===== src/rtl/if_fetch_queue_pkg.sv =====
// Shared types and helpers for the instruction-fetch prefetch queue.
package if_fetch_queue_pkg;

    localparam int unsigned XLEN = 32;

    // One buffered instruction together with the address it was fetched from.
    typedef struct packed {
        logic [XLEN-1:0] pc;
        logic [XLEN-1:0] ir;
    } fetch_entry_t;

    typedef enum logic [1:0] {
        IDLE    = 2'd0,
        REQ     = 2'd1,
        DISCARD = 2'd2
    } if_fetch_state_t;

    // Sequential instruction address; wraps modulo 2^32.
    function automatic logic [XLEN-1:0] pc_plus4(input logic [XLEN-1:0] pc);
        return pc + XLEN'(4);
    endfunction

endpackage


===== src/rtl/fetch_fifo.sv =====
// Small synchronous FIFO holding fetched entries; flush wins over push/pop.
module fetch_fifo
    import if_fetch_queue_pkg::*;
#(
    parameter int unsigned DEPTH = 4,
    parameter type         T     = fetch_entry_t
) (
    input  logic                   clk,
    input  logic                   rst,
    input  logic                   i_push,
    input  T                       i_data,
    input  logic                   i_pop,
    input  logic                   i_flush,
    output logic [$clog2(DEPTH):0] o_count,
    output logic                   o_valid,
    output T                       o_head
);

    localparam int unsigned PW = $clog2(DEPTH);
    localparam int unsigned CW = PW + 1;

    T              r_mem [DEPTH];
    logic [PW-1:0] r_wr_ptr;
    logic [PW-1:0] r_rd_ptr;
    logic [CW-1:0] r_count;

    // Storage, pointers and occupancy; pointers wrap naturally at DEPTH.
    always_ff @(posedge clk) begin
        if (rst) begin
            for (int unsigned i = 0; i < DEPTH; i++) begin
                r_mem[PW'(i)] <= '0;
            end
            r_wr_ptr <= '0;
            r_rd_ptr <= '0;
            r_count  <= '0;
        end else if (i_flush) begin
            r_wr_ptr <= '0;
            r_rd_ptr <= '0;
            r_count  <= '0;
        end else begin
            if (i_push) begin
                r_mem[r_wr_ptr] <= i_data;
                r_wr_ptr        <= r_wr_ptr + PW'(1);
            end
            if (i_pop) begin
                r_rd_ptr <= r_rd_ptr + PW'(1);
            end
            case ({i_push, i_pop})
                2'b10:   r_count <= r_count + CW'(1);
                2'b01:   r_count <= r_count - CW'(1);
                default: r_count <= r_count;
            endcase
        end
    end

    assign o_count = r_count;
    assign o_valid = (r_count != '0);
    assign o_head  = r_mem[r_rd_ptr];

endmodule


===== src/rtl/if_fetch_queue.sv =====
// Instruction fetch unit: owns the fetch PC, keeps one icache request in
// flight and buffers returned instructions for ID in a prefetch queue.
module if_fetch_queue
    import if_fetch_queue_pkg::*;
#(
    parameter int unsigned DEPTH    = 4,
    parameter logic [31:0] RESET_PC = 32'h4000_0060
) (
    input  logic        clk,
    input  logic        rst,
    input  logic        redirect,
    input  logic [31:0] redirect_pc,
    input  logic        id_ready,
    input  logic        imem_resp,
    input  logic [31:0] imem_rdata,
    output logic        imem_read,
    output logic [31:0] imem_address,
    output logic        if_valid,
    output logic [31:0] if_pc,
    output logic [31:0] if_pc_next,
    output logic [31:0] if_ir
);

    localparam int unsigned CW = $clog2(DEPTH) + 1;

    if_fetch_state_t r_state;
    logic [31:0]     r_fetch_pc;
    logic [31:0]     r_req_addr;
    logic            r_imem_read;

    logic [31:0]     w_target;
    logic [1:0]      w_unused_pc_lsb;
    logic            w_pop;
    logic            w_push;
    logic            w_valid;
    logic [CW-1:0]   w_count;
    logic [CW-1:0]   w_count_after_pop;
    logic [CW-1:0]   w_count_after_push;
    fetch_entry_t    w_push_entry;
    fetch_entry_t    w_head;

    // Redirect targets are word aligned; the low bits are deliberately dropped.
    assign w_target        = {redirect_pc[31:2], 2'b00};
    assign w_unused_pc_lsb = redirect_pc[1:0];

    // A redirect suppresses both the ID handoff and any same-cycle response.
    assign w_pop              = w_valid & id_ready & ~redirect;
    assign w_push             = (r_state == REQ) & imem_resp & ~redirect;
    assign w_count_after_pop  = w_count - CW'(w_pop);
    assign w_count_after_push = w_count_after_pop + CW'(w_push);
    assign w_push_entry       = '{pc: r_req_addr, ir: imem_rdata};

    fetch_fifo #(
        .DEPTH (DEPTH),
        .T     (fetch_entry_t)
    ) u_fifo (
        .clk     (clk),
        .rst     (rst),
        .i_push  (w_push),
        .i_data  (w_push_entry),
        .i_pop   (w_pop),
        .i_flush (redirect),
        .o_count (w_count),
        .o_valid (w_valid),
        .o_head  (w_head)
    );

    // Fetch FSM: request sequencing, redirect handling and stale-response drop.
    always_ff @(posedge clk) begin
        if (rst) begin
            r_state     <= REQ;
            r_fetch_pc  <= RESET_PC;
            r_req_addr  <= RESET_PC;
            r_imem_read <= 1'b1;
        end else if (redirect) begin
            r_fetch_pc  <= w_target;
            r_imem_read <= 1'b1;
            case (r_state)
                IDLE: begin
                    r_state    <= REQ;
                    r_req_addr <= w_target;
                end
                REQ: begin
                    if (imem_resp) begin
                        r_req_addr <= w_target;
                    end else begin
                        r_state <= DISCARD;
                    end
                end
                DISCARD: begin
                    if (imem_resp) begin
                        r_state    <= REQ;
                        r_req_addr <= w_target;
                    end
                end
                default: begin
                    r_state    <= REQ;
                    r_req_addr <= w_target;
                end
            endcase
        end else begin
            case (r_state)
                IDLE: begin
                    if (w_count_after_pop < CW'(DEPTH)) begin
                        r_state     <= REQ;
                        r_req_addr  <= r_fetch_pc;
                        r_imem_read <= 1'b1;
                    end
                end
                REQ: begin
                    if (imem_resp) begin
                        r_fetch_pc <= pc_plus4(r_req_addr);
                        if (w_count_after_push < CW'(DEPTH)) begin
                            r_req_addr <= pc_plus4(r_req_addr);
                        end else begin
                            r_state     <= IDLE;
                            r_imem_read <= 1'b0;
                        end
                    end
                end
                DISCARD: begin
                    if (imem_resp) begin
                        r_state    <= REQ;
                        r_req_addr <= r_fetch_pc;
                    end
                end
                default: begin
                    r_state     <= IDLE;
                    r_imem_read <= 1'b0;
                end
            endcase
        end
    end

    assign imem_read    = r_imem_read;
    assign imem_address = r_req_addr;
    assign if_valid     = w_valid;
    assign if_pc        = w_head.pc;
    assign if_pc_next   = pc_plus4(w_head.pc);
    assign if_ir        = w_head.ir;

endmodule


===== config.mk =====
export PLATFORM = sky130hd
export DESIGN_NAME = if_fetch_queue
export DESIGN_NICKNAME = d
export VERILOG_FILES = /design/src/rtl/if_fetch_queue_pkg.sv /design/src/rtl/fetch_fifo.sv /design/src/rtl/if_fetch_queue.sv
export SDC_FILE = /design/constraint.sdc
export NUM_CORES = 1
export LEC_CHECK = 0
export CAP_MARGIN = 20
export CORE_MARGIN = 1.5
export CORE_UTILIZATION = 50
export CTS_CLUSTER_SIZE = 10
export DETAILED_ROUTE_END_ITERATION = 7
export GPL_ROUTABILITY_DRIVEN = 1
export PLACE_DENSITY = 0.76
export SYNTH_ARGS = -nofsm -noshare
export SYNTH_HDL_FRONTEND = slang
export SYNTH_HIERARCHICAL = 1
export SYNTH_SLANG_ARGS = --single-unit

===== constraint.sdc =====
create_clock -name clk -period 4.3 [get_ports clk]
set_clock_uncertainty 0.2 [all_clocks]
set_input_delay 0.86 -clock clk [delete_from_list [all_inputs] [get_ports clk]]
set_output_delay 0.86 -clock clk [all_outputs]
set_load 0.03 [all_outputs]

Word level (Yosys, flattened, before mapping)
Memories as Yosys holds them, arrays and structs flattened. A register that Yosys moved wholly into a read port is not among the register bits.
Index checks and enable logic that the tools add are counted.
Storage, ports and cells
  memory bits (writable): 256
  input bits: 69
  register bits: 74
  memories kept: 1
  output and inout bits: 130
Operators by class
  add/sub/neg operators: 8
  $lt $le $gt $ge: 2
  muxes and demuxes: 35
  eq/ne operators: 14
  reduce and logical (&&, ||, !) cells: 14
  bitwise gates (word level): 6
Memories
  u_fifo.r_mem: words 4, width 64, rd ports 1, clocked after memory_dff 1, write ports 4, line fetch_fifo.sv:22  | T r_mem [DEPTH];
Operator list (count)
  two-way mux 32 bit: 10
  case mux 32 bit (3 select lines): 1
  adder 32 x 3 -> 32 bit (second input constant): 2
  two-way mux 64 bit: 1
  OR reduction 64 bit: 1
  two-way mux 2 bit: 9
  inequality test 3 bit (second input constant): 5
  two-way mux 1 bit: 10
  AND reduction 4 bit: 2
  less-than comparator 3 bit (second input constant): 2
  inequality test 2 bit (second input constant): 3
  inequality test 3 x 2 -> 1 bit (second input constant): 2
  case mux 2 bit (3 select lines): 1
  case mux 3 bit (2 select lines): 1
  AND reduction 6 bit: 1
  nonzero test 2 bit: 3
  adder 2 x 1 -> 2 bit (second input constant): 2
  bitwise AND 1 bit: 4
  == test 2 x 1 -> 1 bit (second input constant): 2
  == test 2 bit (second input constant): 2
  case mux 2 bit (2 select lines): 1
  AND reduction 2 bit: 2
  nonzero test 4 bit: 1
  OR reduction 2 bit: 2
  8 further kinds: 9

Depth between registers and ports, before layout
Gate-level depths: netlist (run 1).
  word-level depth: 10
  depth in mapped cells: 12
  gate-level depth less buffers: 11

Modules after synthesis
Netlist (run 1), hierarchy kept.
Modules (own cells, without submodules)
  fetch_fifo: seq. area each 7867.5 um^2, instances 1, area each 11344.6 um^2, cells each 738
  if_fetch_queue: seq. area each 1341.3 um^2, instances 1, area each 4899.7 um^2, cells each 636

Worst setup path after synthesis (run 1)
Ideal clock, no wire load.
  path type: input port to flip-flop
  start point: in redirect
  end point: mem u_fifo/r_mem[1][0] (netlist bit), enable pin
  stages on the path: 6
  slack: 0.233 ns
  setup time: 0.433 ns
  arrival time: 3.434 ns
  path through: clkbuf_1 > buf_2 > nor2_1 > and2b_1 > nand2_1 > nand2b_1
RTL lines
  start, declared: line if_fetch_queue.sv:11  | input logic redirect,
  end, declared: line fetch_fifo.sv:22

==> results of run 1 <==
==> worst min-delay path, cell delays in order, from the launching register on <==
cell and delay (ns):
dfxtp_1 0.31, nand2_1 0.05, a21oi_1 0.05
==> cell usage in the layout, fill, tap and decap left out, drive strengths merged, types with 12 or more instances in the layout <==
master / count
dfxtp: 76
nand4: 24
clkbuf: 50
xor2: 31
nor3: 20
nand3: 44
nor2: 318
clkdlybuf4s50: 172
nand2: 52
edfxtp: 256
nor4: 16
mux4: 64
nand2b: 73
a21oi: 48
a22oi: 12
inv: 17
buf: 72
o21ai: 22
xnor2: 26
o31ai: 20
==> cell type report <==
cell class / count / area, um^2
Timing Repair Buffer: 248 / 2424
Clock inverter: 3 / 17.52
Tap cell: 435 / 544.3
Inverter: 16 / 60.06
Fill cell: 2348 / 12130
Clock buffer: 50 / 1017
Sequential cell: 332 / 9216
Multi-Input combinational cell: 922 / 6390
==> per-stage QoR <==
step	std cells	setup TNS [ns]	area [um^2]	util
finish	2006	0	19670	0.6185
global placement	1947	0	18550	0.5834
CTS	2002	0	19600	0.6165
detailed placement	1947	0	18550	0.5834
floorplan	1374	0	16240	-
global route	2006	-0.01687	19670	0.6185
==> worst paths after layout <==
path / startpoint / endpoint / depth (start not counted)
max: register / if_pc_next[29] / 8
min: r_fetch_pc[0] / r_fetch_pc[0] / 2
max reg2reg: u_fifo/o_count[1] / imem_address[28] / 9
min reg2reg: r_fetch_pc[0] / r_fetch_pc[0] / 2
==> registers in the layout (all words and copies together), names as in the netlist, named ones only <==
signal,count
u_fifo/r_mem,256
imem_address,32
r_fetch_pc,32
u_fifo/o_count,3
r_state,2
u_fifo/r_rd_ptr,2
u_fifo/r_wr_ptr,2
imem_read,1
==> cells by family after synthesis <==
logic type,Yosys count
flops,332
compound gates,201
xor+xnor,57
fa+ha+maj,9
simple gates,589
buf+inv,120
mux,66
==> power by group through the flow <==
| stage | Clock [mW] | Combinational [mW] | Sequential (mW) |
|---|---|---|---|
| finish | 2.81 | 1.47 | 3.83 |
| floorplan | 0 | 0.838 | 3.91 |
| global placement | 0 | 1.43 | 3.87 |
| global route | 2.96 | 1.57 | 3.85 |
| CTS | 2.85 | 1.46 | 3.82 |
| detailed placement | 0 | 1.45 | 3.89 |
==> layer usage <==
layer,vias up,track usage
met1,5974,0.3534
li1,5468,-
met4,0,0.07115
met3,89,0.04508
met5,-,0
met2,786,0.4257
==> repair_timing <==
action / CTS / global route
pin swaps: 1 / 1
endpoints found under the setup margin: 12 / 11
buffers inserted: 2 / 4
gates cloned: 0 / 0
hold buffers: 0 / 0
gates resized for setup: 5 / 7
==> results.md, run 1 <==
- Status: finished, final reports clean
- Static Leak: between 6 and 7 nW
- Vias in the first global route: 12030
- Startpoint Class: register
- Antenna Nets Post-Route: 0
- DR pass1 iterations: 6
- Die height: between 150 and 200 um
- Clk_lat worst skew: between 0.5 and 0.6 ns
- Peak Freq: 239.7 MHz
- Hold WS: between 0.2 and 0.3 ns
- Final setup violation count: 0
- Final hold vios: 0
- Antenna diodes: 0
- Num Clock Sinks: 332
- Simple-gate share of the synthesized area: 0.1712
- Top-count cell post-synth: nor2_1
- Post-synth EDFFs: 256
- Largest net degree at the start of global routing: 65
- Synth-to-Final Area Change: 21.08%
- Top cell type's share of synthesized area: 0.4732
- Cell taking the most area after synthesis: edfxtp_1
- Max Slew Vio Count: 0
- Initial DRC count: 1588
- DP Worst Slack: 0.2766 ns
- Layout cell share with drive strength beyond 1: 0.1299
- GRT Resource Usage Total: 0.2580
- WL met1: 17350 um
- Netlist cell types: 72
- Compound-cell area share of the yosys netlist: 0.08781
- Final #Nets: 1637
- Crit-path max FO: 26
- Max layer used: met4
- Post-synth ARST share: 0
- Mean Syn Cell Area: 11.82 um^2
- Worst vdd ir: 266.9 uV
- Power density cells: 412.8 mW/mm^2
- DR DRC count: 0
- CP endpoint kind: primary output
- Critical path class: reg2out
- Remaining global-route overflow: 0
- Average wire per standard cell: 21.67 um
- Sw frac: 0.2800
- Post-Syn Instances: ~1400
- Part of the cycle the worst path needs: 0.9701
- Clock power frac: 0.346
- Worst slew pin tran: 0.8760 ns
- Power consumption: 8.119 mW
- Slowest cell on the critical path: dfxtp_4
- Synth Area in Adders: 0.007394
- HPWL after DPL: 27170 um
- Row count: 65
- Worst EP arrival: 3.11 ns
- Max-Cap Viols: 0
- R2r setup slk: 0.97 ns
- Met3 routed WL: 4196 um
- Tmin final: 4.171 ns
- DR vias: 12320
- Comb pwr share: 0.182
- Clk slew on worst S/H paths: 0.05 ns
- RePlAce Congestion: 0.8836
- Post-synthesis xor/xnor area fraction: 0.03119
- Hold WC Path Type: reg2reg
- Met2 WL: 20970 um
- DRT Wirelength: 43480 um
- First-pass GRT wire length: 67230 um
- Critical path, cell by cell: buf_4, buf_4, mux4_2, nand4_1, buf_4, nor4_1, xor2_1, buf_12
- Die area: 0.03358 mm^2
- RSZ-0062 raised after global routing: yes
- CTS buffer count: 39
- Syn. warnings: 6
- Switching power: 2.273 mW
- Starting density of the core: 0.5108
- TritonCTS clock tree: built
- IO buf count: 196
- Part of the power in registers: 0.472
- CTS Buffer Depth: 3
- Largest family of logic cells by synthesized area: simple AND/OR/NAND/NOR gates
- Most used cell, CP: buf_4
- #FFs+latches synth: 332
- Main synth FF type: edfxtp_1
- Synth area leaders: edfxtp_1 47%, dfxtp_1 9.4%, mux4_2 8.3%, nor2_1 7.3%, nand2b_1 2.8%
- DIE WIDTH: 183.2 um
- Post-synth top cells: 318 x nor2_1, 256 x edfxtp_1, 76 x dfxtp_1
- Synthesized Nets: around 1500
- Vias per cell: 6.140
- Final WS setup: 0.1287 ns
- Peak per-stage delay on the critical path: 0.50 ns
- Critical Path RT: 3.24 ns
- Mux cell area share after synthesis: 0.09089
- Initial antenna violation count: 0
- Seq/Total Area, Yosys: 0.5669
- Core footprint: 0.03180 mm^2
- Delay-heaviest family, CP: buffers and inverters
- Max_slew headroom: 0.4160
- Post-Syn Area: between 0.015 and 0.02 mm^2
- IO Pins: between 150 and 200
- P_int: approximately 5.8 mW
- CP Buf/Inv Count: 4
- H-tree depth: 2
- Clock root cell: clkbuf_16
Note: power is estimated with default switching activity, not from simulation.
==> inputs of run 2 (changes only) <==
- CTS_BUF_LIST: default -> sky130_fd_sc_hd__clkbuf_16
- GPL_TIMING_DRIVEN: default -> 0
==> results.md, run 2 (synthesis results as in run 1) <==
- DR DRC count: 0 (unchanged)
- Row count: 65 (unchanged)
- Max-Cap Viols: 0 (unchanged)
- Final setup violation count: 0 (unchanged)
- CP endpoint kind: primary output
- Final WS setup: 0.08286 ns (-0.04587 ns)
- Vias per cell: 6.205 (+1.1%)
- IO buf count: 195 (-0.51%)
- IO Pins: 199 (unchanged)
- Starting density of the core: 0.5108 (unchanged)
- Status: finished, final reports clean
- Part of the cycle the worst path needs: 0.9807 (+0.01067)
- Commonest non-fill, non-tap cells in the layout: 317 x nor2_1, 256 x edfxtp_1, 173 x clkdlybuf4s50_1
- Worst EP arrival: 3.16 ns (+0.05 ns)
- Worst vdd ir: 231.5 uV (-13%)
- Fillers: 2409 (+2.6%)
- DRT Wirelength: 48870 um (+12%)
- RePlAce Congestion: 0.9932 (+12%)
- R2R cell count: 10 (+1)
- RR Startpoint: u_fifo/o_count[1]
- Max Slew Vio Count: 0 (unchanged)
- Power consumption: 8.225 mW (+1.3%)
- GRT Resource Usage Total: 0.2897 (+0.03168)
- HPWL after DPL: 32690 um (+20%)
- DIE WIDTH: 183.2 um (unchanged)
- Largest Register: u_fifo/r_mem
- Synth-to-Final Area Change: 23.78%
- Peak per-stage delay on the critical path: 0.42 ns (-0.08 ns)
- Final #Nets: 1704 (+4.1%)
- Die area: 0.03358 mm^2 (unchanged)
- Final setup TNS: 0 ns (unchanged)
- Initial DRC count: 1553 (-2.2%)
- Die height: 183.2 um (unchanged)
- Remaining global-route overflow: 0 (unchanged)
- Hold WC Path Type: reg2reg
- RSZ-0062 raised after global routing: yes
- First-pass GRT wire length: 73590 um (+9.5%)
- Initial antenna violation count: 0 (unchanged)
- Average wire per standard cell: 23.60 um (+8.9%)
- Antenna diodes: 0 (unchanged)
- Final hold vios: 0 (unchanged)
- H-tree depth: 2 (unchanged)
- Tmin final: 4.217 ns (+0.04587 ns)
- Critical path, cell by cell: clkbuf_4, buf_4, mux4_2, and4_2, nand3_4, nor3_4, nand2_1, xnor2_1, dlygate4sd2_1
- Largest net degree at the start of global routing: 61 (-6.2%)
- Number of flip-flops under the largest register name: 256 (unchanged)
- Startpoint Class: register
- Critical Path RT: 3.24 ns (about the same)
- Num Clock Sinks: 332 (unchanged)
- Hold WS: 0.2667 ns (+0.006460 ns)
- Slowest cell on the critical path: dlygate4sd2_1
- DP Worst Slack: -0.6296 ns (-0.9062 ns)
- Vias in the first global route: 12620 (+4.9%)
- Core footprint: 0.03180 mm^2 (unchanged)
- RR Endpoint: imem_address[6]
- GR Util met1: 0.3867 (+0.03334)
- GR Layer Usage met3: 0.03753 (-0.007546)
- Static Leak: 7.043 nW (+3.6%)
- Most common cell after layout, fill and taps aside: nor2_1
- Hold_sp: r_fetch_pc[1]
- Layout cell share with drive strength beyond 1: 0.1375 (+0.007677)
- Antenna Nets Post-Route: 0 (unchanged)
- TritonCTS clock tree: built
- Most Crowded Layer GR: met2
- Max_slew headroom: 0.4101 (-0.005972)
- CTS Buffer Depth: 3 (unchanged)
- Sink of the worst hold path: r_fetch_pc[1]
- DR pass1 iterations: 5 (-1)
- Grt met2 use: 0.4818 (+0.05612)
- R2r setup slk: 0.80 ns (-0.17 ns)
- Hold path cells: 2 (unchanged)
- Power density cells: 409.1 mW/mm^2 (-0.90%)
- Critical path class: reg2out
- Hold_buf cts: 0 (unchanged)
- Clock root cell: clkbuf_16
- Crit-path max FO: 10 (-62%)
- Clk_lat worst skew: 0.53 ns (+0.02 ns)
- CTS buffer count: 39 (unchanged)
- Clk slew on worst S/H paths: 0.06 ns (about the same)
- Worst slew pin tran: 0.8849 ns (+0.008958 ns)
- Peak Freq: 237.1 MHz (-1.1%)
- DR vias: 12850 (+4.3%)
## run 2: cell type report
cell class,instances,area (um^2),share of cell area
flip-flops and latches,332,9209,0.4580
multi-input cells,922,6462,0.3214
repair buffers,212,2097,0.1043
clock buffers,39,975.9,0.04854
plain buffers,103,683.2,0.03398
well taps,435,544.3,0.02707
clock inverters,12,71.32,0.003547
inverters,16,63.81,0.003174
## run 2: metrics by stage
stage                     instance area (um^2)  cells    util
after floorplan                          16240   1374       -
after global placement                   18740   2004  0.5893
after detailed placement                 18890   2009  0.5939
after CTS                                20030   2063  0.6300
after global routing                     20110   2071  0.6323
final                                    20110   2071  0.6323
## run 2: worst max-delay path by stage
stage | end | slack, ns | depth (start not counted)
after floorplan | u_fifo/r_mem[1][0] | 0.23 | 6
after global placement | u_fifo/r_mem[1][38] | -2.27 | 7
after detailed placement | imem_address[23] | -0.63 | 13
after CTS | if_pc_next[17] | 0.003 | 10
after global routing | if_pc_next[14] | -0.02 | 9
final | if_pc_next[19] | 0.08 | 9
## run 2: worst max-delay path: cells and delay by family (launching register included)
kind	cells	cell delay [ns]
multiplexers	1	0.30
buffers and inverters	3	0.91
flip-flops	1	0.30
AND/OR/NAND/NOR	4	0.95
XOR/XNOR	1	0.16
## run 2: per-layer routing
layer	wire length [um]	vias up
li1	-	5600
met1	19340	6271
met2	23280	811
met3	4177	169
met4	2073	0
met5	0	-
## run 2: timing repair
action | in CTS | in global routing
endpoints found under the setup margin | 27 | 31
buffers inserted | 4 | 8
pin swaps | 3 | 3
resized for setup | 61 | 31
cloned | 0 | 0
## run 2: report_power, final
part | switching (mW) | leakage, nW | total [mW] | internal, mW
Combinational | 0.987 | 3.23 | 1.56 | 0.569
Clock | 1.22 | 0.539 | 2.84 | 1.61
Sequential | 0.184 | 3.27 | 3.83 | 3.65
Total | 2.40 | 7.04 | 8.22 | 5.83
==> inputs of run 3 (changes only) <==
- GPL_TIMING_DRIVEN: 0 -> default
==> results.md, run 3 (synthesis results as in run 1) <==
- Final hold vios: 0 (unchanged)
- Antenna diodes: 0 (unchanged)
- Remaining global-route overflow: 0 (unchanged)
- Largest Register: u_fifo/r_mem
- Worst EP arrival: 3.10 ns (-0.06 ns)
- Most Crowded Layer GR: met2
- Part of the cycle the worst path needs: 0.9674 (-0.01333)
- Hold WC Path Type: reg2reg
- IO buf count: 196 (+0.51%)
- Synth-to-Final Area Change: 21.08%
- Initial DRC count: 1579 (+1.7%)
- CTS buffer count: 39 (unchanged)
- Static Leak: 6.841 nW (-2.9%)
- Slowest cell on the critical path: clkdlybuf4s50_1
- Power consumption: 8.099 mW (-1.5%)
- Clk_lat worst skew: 0.51 ns (-0.02 ns)
- Initial antenna violation count: 0 (unchanged)
- Hold path cells: 2 (unchanged)
- GRT Resource Usage Total: 0.2580 (-0.03168)
- Num Clock Sinks: 332 (unchanged)
- Startpoint Class: register
- DRT Wirelength: 43390 um (-11%)
- Peak Freq: 240.4 MHz (+1.4%)
- Most common cell after layout, fill and taps aside: nor2_1
- Final setup TNS: 0 ns (unchanged)
- R2r setup slk: 0.95 ns (+0.15 ns)
- Row count: 65 (unchanged)
- GR Layer Usage met3: 0.04508 (+0.007546)
- Clk slew on worst S/H paths: 0.06 ns (about the same)
- DIE WIDTH: 183.2 um (unchanged)
- Average wire per standard cell: 21.63 um (-8.3%)
- Max-Cap Viols: 0 (unchanged)
- RSZ-0062 raised after global routing: yes
- Final #Nets: 1637 (-3.9%)
- CTS Buffer Depth: 3 (unchanged)
- Max Slew Vio Count: 0 (unchanged)
- DR vias: 12280 (-4.4%)
- Hold WS: 0.2602 ns (-0.006509 ns)
- DP Worst Slack: 0.2766 ns (+0.9062 ns)
- Starting density of the core: 0.5108 (unchanged)
- Grt met2 use: 0.4257 (-0.05612)
- GR Util met1: 0.3534 (-0.03334)
- RePlAce Congestion: 0.8836 (-11%)
- Vias per cell: 6.123 (-1.3%)
- IO Pins: 199 (unchanged)
- Final setup violation count: 0 (unchanged)
- TritonCTS clock tree: built
- Crit-path max FO: 12 (+2)
- H-tree depth: 2 (unchanged)
- Worst vdd ir: 265.8 uV (+15%)
- Die area: 0.03358 mm^2 (unchanged)
- Power density cells: 411.8 mW/mm^2 (+0.66%)
- Commonest non-fill, non-tap cells in the layout: 318 x nor2_1, 256 x edfxtp_1, 172 x clkdlybuf4s50_1
- HPWL after DPL: 27170 um (-17%)
- Critical path, cell by cell: buf_4, mux4_2, ha_1, nand4_1, xnor2_1, clkdlybuf4s50_1
- DR DRC count: 0 (unchanged)
- CP endpoint kind: primary output
- Worst slew pin tran: 0.8755 ns (-0.009426 ns)
- Die height: 183.2 um (unchanged)
- Layout cell share with drive strength beyond 1: 0.1299 (-0.007677)
- First-pass GRT wire length: 67230 um (-8.6%)
- Antenna Nets Post-Route: 0 (unchanged)
- Max_slew headroom: 0.4163 (+0.006284)
- Tmin final: 4.160 ns (-0.05732 ns)
- DR pass1 iterations: 6 (+1)
- Number of flip-flops under the largest register name: 256 (unchanged)
- Vias in the first global route: 12030 (-4.6%)
- Peak per-stage delay on the critical path: 0.69 ns (+0.27 ns)
- Hold_buf cts: 0 (unchanged)
- R2R cell count: 9 (-1)
- Largest net degree at the start of global routing: 65 (+6.6%)
- Critical path class: reg2out
- Critical Path RT: 3.24 ns (about the same)
- Clock root cell: clkbuf_16
- Status: finished, final reports clean
- Core footprint: 0.03180 mm^2 (unchanged)
- Final WS setup: 0.1402 ns (+0.05732 ns)
==> run 3: critical path, delay by kind of cell, from the launching register on <==
kind                     cells  cell delay (ns)
adder cells (fa/ha/maj)      1             0.32
multiplexers                 1             0.62
XOR/XNOR                     1             0.14
buffers and inverters        2             0.92
AND/OR/NAND/NOR              1             0.11
flip-flops                   1             0.47
==> run 3: worst paths after layout <==
check | startpoint | endpoint
hold / removal | r_fetch_pc[0] | r_fetch_pc[0]
setup reg to reg | u_fifo/o_count[1] | imem_address[28]
hold reg to reg | r_fetch_pc[0] | r_fetch_pc[0]
setup / recovery | register | if_pc_next[10]
==> run 3: area by class of cell <==
| class | instances | area, um^2 |
|---|---|---|
| clock buffer | 39 | 975.9 |
| clock inverter | 14 | 58.81 |
| fill | 2348 | 12130 |
| inverter | 16 | 60.06 |
| multi-input combinational | 922 | 6390 |
| sequential | 332 | 9216 |
| tap | 435 | 544.3 |
| timing repair buffer | 248 | 2424 |
==> run 3: per-layer routing <==
| metal | up-vias | wire, um | part of all wire |
|---|---|---|---|
| li1 | 5464 | - | - |
| met1 | 5989 | 17340 | 0.40 |
| met2 | 752 | 21020 | 0.48 |
| met3 | 77 | 4161 | 0.096 |
| met4 | 0 | 872 | 0.020 |
| met5 | - | 0 | 0 |
==> run 3: metrics by stage <==
stage                     cells  cell area [um^2]  utilization
after floorplan            1374             16240            -
after CTS                  2002             19600       0.6165
after global routing       2006             19670       0.6185
after detailed placement   1947             18550       0.5834
final                      2006             19670       0.6185
after global placement     1947             18550       0.5834
==> run 3: report_power, final <==
group	internal, mW	total (mW)	leakage [nW]	switching (mW)
Sequential	3.64	3.83	3.27	0.188
Clock	1.61	2.79	0.549	1.18
Combinational	0.566	1.47	3.02	0.907
==> run 3: repair_timing <==
| action | in CTS | in global routing |
|---|---|---|
| gates resized for setup | 5 | 7 |
| setup endpoints to repair | 12 | 11 |
| pin swaps | 1 | 1 |
| cloned | 0 | 0 |
| buffers inserted | 2 | 4 |
